`config.mk`:
```
export PLATFORM = sky130hd
export DESIGN_NAME = conv_sched
export DESIGN_NICKNAME = d
export VERILOG_FILES = /design/src/rtl/conv_sched.sv
export SDC_FILE = /design/constraint.sdc
export NUM_CORES = 1
export LEC_CHECK = 0
export CAP_MARGIN = 20
export CELL_PAD_IN_SITES_DETAIL_PLACEMENT = 1
export CELL_PAD_IN_SITES_GLOBAL_PLACEMENT = 2
export CORE_MARGIN = 3
export CORE_UTILIZATION = 40
export CTS_BUF_LIST = sky130_fd_sc_hd__clkbuf_8
export DETAILED_ROUTE_END_ITERATION = 10
export GPL_TIMING_DRIVEN = 0
export PLACE_DENSITY = 0.95
export SLEW_MARGIN = 20
export SYNTH_ARGS = -nofsm -noshare
export SYNTH_HDL_FRONTEND = slang
export SYNTH_SLANG_ARGS = --single-unit
```
`constraint.sdc`:
```
create_clock -name clk -period 4.4 [get_ports clk]
set_input_delay 0.44 -clock clk [delete_from_list [all_inputs] [get_ports clk]]
set_output_delay 0.44 -clock clk [all_outputs]
set_load 0.1 [all_outputs]
```
`src/rtl/conv_sched.sv`:
```
// Sequencer for the 2D-convolution datapath: walks output pixels and kernel taps, drives X/W reads and mac_pipe strobes.
// Optional perf counters (busy_cycles, stall_cycles) are enabled by defining CONV_SCHED_PERF_EN.
module conv_sched #(
  parameter int R       = 8,
  parameter int C       = 8,
  parameter int MAXK    = 5,
  parameter int MAC_LAT = 1
) (
  input  logic                           clk,
  input  logic                           reset,
  input  logic                           inputs_loaded,
  input  logic [$clog2(MAXK+1)-1:0]      K,
  output logic                           compute_finished,
  output logic [$clog2(R*C)-1:0]         X_read_addr,
  output logic [$clog2(MAXK*MAXK)-1:0]   W_read_addr,
  output logic                           init_acc,
  output logic                           input_valid,
  output logic                           out_valid,
  input  logic                           out_ready,
  output logic                           k_error
`ifdef CONV_SCHED_PERF_EN
  ,
  output logic [31:0]                    busy_cycles,
  output logic [31:0]                    stall_cycles
`endif
);

  localparam int KW  = $clog2(MAXK + 1);
  localparam int AW  = $clog2(R * C);
  localparam int WAW = $clog2(MAXK * MAXK);
  localparam int TW  = $clog2(MAXK * MAXK + 1);
  localparam int RW  = $clog2(R + 1);
  localparam int CW  = $clog2(C + 1);
  localparam int DW  = (MAC_LAT > 1) ? $clog2(MAC_LAT + 1) : 1;

  typedef enum logic [2:0] {IDLE, INIT, RUN, DRAIN, WRITE, DONE} state_t;

  state_t          state, state_n;
  logic [RW-1:0]   r;
  logic [CW-1:0]   c;
  logic [KW-1:0]   i, j, kl;
  logic [TW-1:0]   run_cnt, taps;
  logic [DW-1:0]   drain_cnt;
  logic            last_tap, last_run, last_col, last_pix, k_legal;

  assign taps     = TW'(kl) * TW'(kl);
  assign last_tap = (i == kl - KW'(1)) && (j == kl - KW'(1));
  assign last_run = (run_cnt == taps - TW'(1));
  assign last_col = (int'(c) == C - int'(kl));
  assign last_pix = last_col && (int'(r) == R - int'(kl));
  assign k_legal  = (K != '0) && (int'(K) <= MAXK) && (int'(K) <= R) && (int'(K) <= C);

  // Addresses always reflect the tap held in (i, j); products are widened so nothing wraps early.
  assign X_read_addr = (state == IDLE) ? '0 :
    AW'(((AW+1)'(r) + (AW+1)'(i)) * (AW+1)'(C) + (AW+1)'(c) + (AW+1)'(j));
  assign W_read_addr = (state == IDLE) ? '0 :
    WAW'((AW+1)'(i) * (AW+1)'(kl) + (AW+1)'(j));

  always_comb begin
    state_n          = state;
    init_acc         = 1'b0;
    input_valid      = 1'b0;
    out_valid        = 1'b0;
    compute_finished = 1'b0;
    case (state)
      IDLE:  if (inputs_loaded) state_n = k_legal ? INIT : DONE;
      INIT: begin
        init_acc = 1'b1;
        state_n  = RUN;
      end
      RUN: begin
        input_valid = 1'b1;
        if (last_run) state_n = (MAC_LAT == 0) ? WRITE : DRAIN;
      end
      DRAIN: if (int'(drain_cnt) == MAC_LAT - 1) state_n = WRITE;
      WRITE: begin
        out_valid = 1'b1;
        if (out_ready) state_n = last_pix ? DONE : INIT;
      end
      DONE: begin
        compute_finished = 1'b1;
        state_n          = IDLE;
      end
      default: state_n = IDLE;
    endcase
  end

  always_ff @(posedge clk) begin
    if (reset) begin
      state     <= IDLE;
      r         <= '0;
      c         <= '0;
      i         <= '0;
      j         <= '0;
      kl        <= '0;
      run_cnt   <= '0;
      drain_cnt <= '0;
      k_error   <= 1'b0;
    end else begin
      state <= state_n;
      case (state)
        IDLE: if (inputs_loaded) begin
          kl      <= K;
          r       <= '0;
          c       <= '0;
          i       <= '0;
          j       <= '0;
          k_error <= !k_legal;
        end
        INIT, RUN: begin
          run_cnt   <= (state == INIT) ? '0 : run_cnt + TW'(1);
          drain_cnt <= '0;
          // The address runs one tap ahead of the data, then parks on the last tap.
          if (!last_tap) begin
            if (j == kl - KW'(1)) begin
              j <= '0;
              i <= i + KW'(1);
            end else begin
              j <= j + KW'(1);
            end
          end
        end
        DRAIN: drain_cnt <= drain_cnt + DW'(1);
        WRITE: if (out_ready && !last_pix) begin
          i <= '0;
          j <= '0;
          if (last_col) begin
            c <= '0;
            r <= r + RW'(1);
          end else begin
            c <= c + CW'(1);
          end
        end
        default: ;
      endcase
    end
  end

`ifdef CONV_SCHED_PERF_EN
  always_ff @(posedge clk) begin
    if (reset) begin
      busy_cycles  <= '0;
      stall_cycles <= '0;
    end else begin
      if (state != IDLE && busy_cycles != '1) busy_cycles <= busy_cycles + 32'd1;
      if (state == WRITE && !out_ready && stall_cycles != '1) stall_cycles <= stall_cycles + 32'd1;
    end
  end
`endif

endmodule
```
==> run metrics <==
CTS resizes 3; Compound-Gate Fraction of Synth Area between 10% and 20%; DRT antenna net count 0; Congestion Overflow GR 0; cell area after synthesis 2360 sq um; row count 27; chip height around 83 um; Tmin final between 4000 and 5000 ps; placed cell area roughly 2700 sq um; status finished clean; DRT Pass-1 Iters 4; WP buf/inv 3; number of synthesized flops with an enable pin 0; # hold bufs at CTS 0; Setup Viol. Count Final 0; Power Dens Cells roughly 470 nW/um^2; Nets 330; Worst EP required ~4000 ps; Hold Slack around 520 ps; drt total wl around 5.9 mm; worst skew pair latency approximately 280 ps; die width about 83 um; setup TNS 0 ps; synth-to-layout area growth 14.9%; Internal roughly 610 uW; Fmax achieved ~240 MHz; number of post-CTS setup repair buffers 0; Startpoint Class flip-flop; area share of the largest cell type after synthesis 22.9%; drt via density roughly 5.4; fin worst setup slack roughly 280 ps; # diodes 0; largest net degree at the start of global routing 17; most common cell in the synthesized netlist dfxtp_1; TritonCTS Sinks 27; critical path peak fanout 10; maxcap violations 0; Net Sw Frac around 52%; final core utilization between 40% and 50%; root buf cell clkbuf_8; Pleak ~1.1 nW; multi-input logic area about 1700 sq um; # fillers a little under 700; Fin. Hold Viols 0; Vias 1985; Adder-Cell Fraction of Synth Area ~17%; worst hold path type flip-flop to flip-flop; Synth Flop Type dfxtp_1; crit path max-delay cell type dlygate4sd2_1; Max IR drop VDD around 0.00041 V; Routability Congestion between 0.7 and 0.8; Max transition margin 24.3%; Crit Path Category flip-flop to output pin; Top cell by count, worst path fa_1; CP Cell Sequence buf_2 > nand2_1 > fa_1 > inv_1 > fa_1 > fa_1 > nor2b_1 > dlygate4sd2_1; Clock Pin Slew Worst Setup and Hold Paths approximately 100 ps; Final period util slightly above 90%; family with the most delay on the worst path adder cells; syn nets 303; Reg area 541 sq um; mux contribution to synthesized area 1.69%; WL/cell 16.0 um; Die Area 6870 sq um; CTS Buf Count 3; top post-synthesis cells by area dfxtp_1, ha_1, xnor2_1; DRC 0; dpl hpwl ~4.6 mm; Post-synth top cells dfxtp_1, ha_1, nor2_1; Crit. End Element output pin; share of synthesized registers carrying an async set or reset 0%; number of distinct library cells after synthesis just over 60; Mapped Avg Cell Area 8.85 sq um; Seq pwr share a little over a quarter; setup slack at placement 157 ps; Post-Synth Simple-Gate Area 22.1%; vias in the first global route slightly above 2000; final slew viol count 0; crit path DAT ~3700 ps; delay of the slowest critical-path stage 860 ps; H-tree Lvls 1; cell area after layout between 2000 and 3000 sq um; IO Pins 23; TritonCTS clock tree done; Post-Synthesis Cells about 270; combinational family with the most area after synthesis simple AND/OR/NAND/NOR gates; Initial Util between 40% and 50%; part of the power in the clock network 11.8%; port bufs 22; layout cell share with drive strength beyond 1 9.22%; combinational power share roughly three fifths; core footprint 5610 sq um; Worst Skew between 6 and 7 ps; initial antenna violation count 0; Seq/Total Area, Yosys between 20% and 30%; Overall Global Routing Usage between 10% and 20%; Yosys reg bits 27; unrepaired setup endpoints after global routing no; largest area contributor in the netlist dfxtp_1; Synth Area in XOR/XNOR roughly 13%; CTS Buffer Depth 2; Syn. warnings 0; Net Sw Power roughly 670 uW; Starting DRT DRC Count 58; first-pass GRT wire length between 9 and 10 mm; worst-margin pin slew 1130 ps
==> path summary, 6_finish.rpt <==
path                                         startpoint  slack [ps]  cells after the start                      end
worst max-delay path                 kl[1]$_SDFFE_PP0P_         280                      8           W_read_addr[2]
worst min-delay path            run_cnt[3]$_SDFFE_PP0N_         520                      2  run_cnt[3]$_SDFFE_PP0N_
worst max register to register       kl[1]$_SDFFE_PP0P_        1780                      9        i[0]$_SDFFE_PP0P_
worst min register to register  run_cnt[3]$_SDFFE_PP0N_         520                      2  run_cnt[3]$_SDFFE_PP0N_
==> power groups by stage <==
| stage | clock network (mW) | registers [mW] | logic, mW |
|---|---|---|---|
| after floorplan | 0 | 0.342 | 0.610 |
| after global placement | 0 | 0.343 | 0.778 |
| after detailed placement | 0 | 0.346 | 0.793 |
| after CTS | 0.157 | 0.340 | 0.798 |
| after global routing | 0.167 | 0.348 | 0.860 |
| final | 0.152 | 0.341 | 0.793 |
==> cells by family (layout without fill, tap and decap cells) <==
family | Yosys count | count (layout)
AOI/OAI and AO/OA | 58 | 58
xor gates and xnor gates | 29 | 29
adders and majority gates | 29 | 29
buffers and inverters | 24 | 50
DFF | 27 | 27
muxes | 4 | 4
and+or+nand+nor | 96 | 96
==> worst min-delay path: stages, from the launching register on <==
cell and delay (ps):
dfxtp_1 350, nand3_1 80, a21oi_1 60
==> through the flow <==
stage	instances	power, mW
after global placement	361	1.12
after floorplan	267	0.952
after detailed placement	361	1.14
after CTS	365	1.29
final	365	1.29
after global routing	365	1.38
==> per-layer routing <==
metal	track usage (%)	share of wire [%]	vias up
met5	0	0	-
met4	3.57	0.50	0
met3	1.59	3.4	2
met2	31.4	50	28
met1	22.1	47	965
li1	-	-	990
==> cell type report <==
class	instances	area share (%)
timing repair buffer	22	7.83
buffer	13	3.18
sequential	27	19.9
tap	72	3.32
multi-input combinational	216	62.3
clock buffer	3	1.52
clock inverter	1	0.276
inverter	11	1.71
==> layout by cell type (no fill, tap or decap), drive strengths merged, types with 3 or more instances in the layout <==
cell type,instances
a211oi,5
a21o,4
a21oi,22
a31oi,4
and2,6
buf,6
clkbuf,11
clkdlybuf4s50,19
dfxtp,27
fa,5
ha,24
inv,11
mux2i,4
nand2,17
nand3,12
nand3b,4
nor2,22
nor2b,9
nor3,9
o21ai,9
or2,3
xnor2,17
xor2,9
==> sequential cells by signal (all words and copies together) (netlist names) <==
| name | cells |
|---|---|
| c | 4 |
| drain_cnt | 1 |
| i | 3 |
| j | 3 |
| k_error | 1 |
| kl | 3 |
| r | 4 |
| run_cnt | 5 |
| state | 3 |
Power figures use the tool's default switching activity.
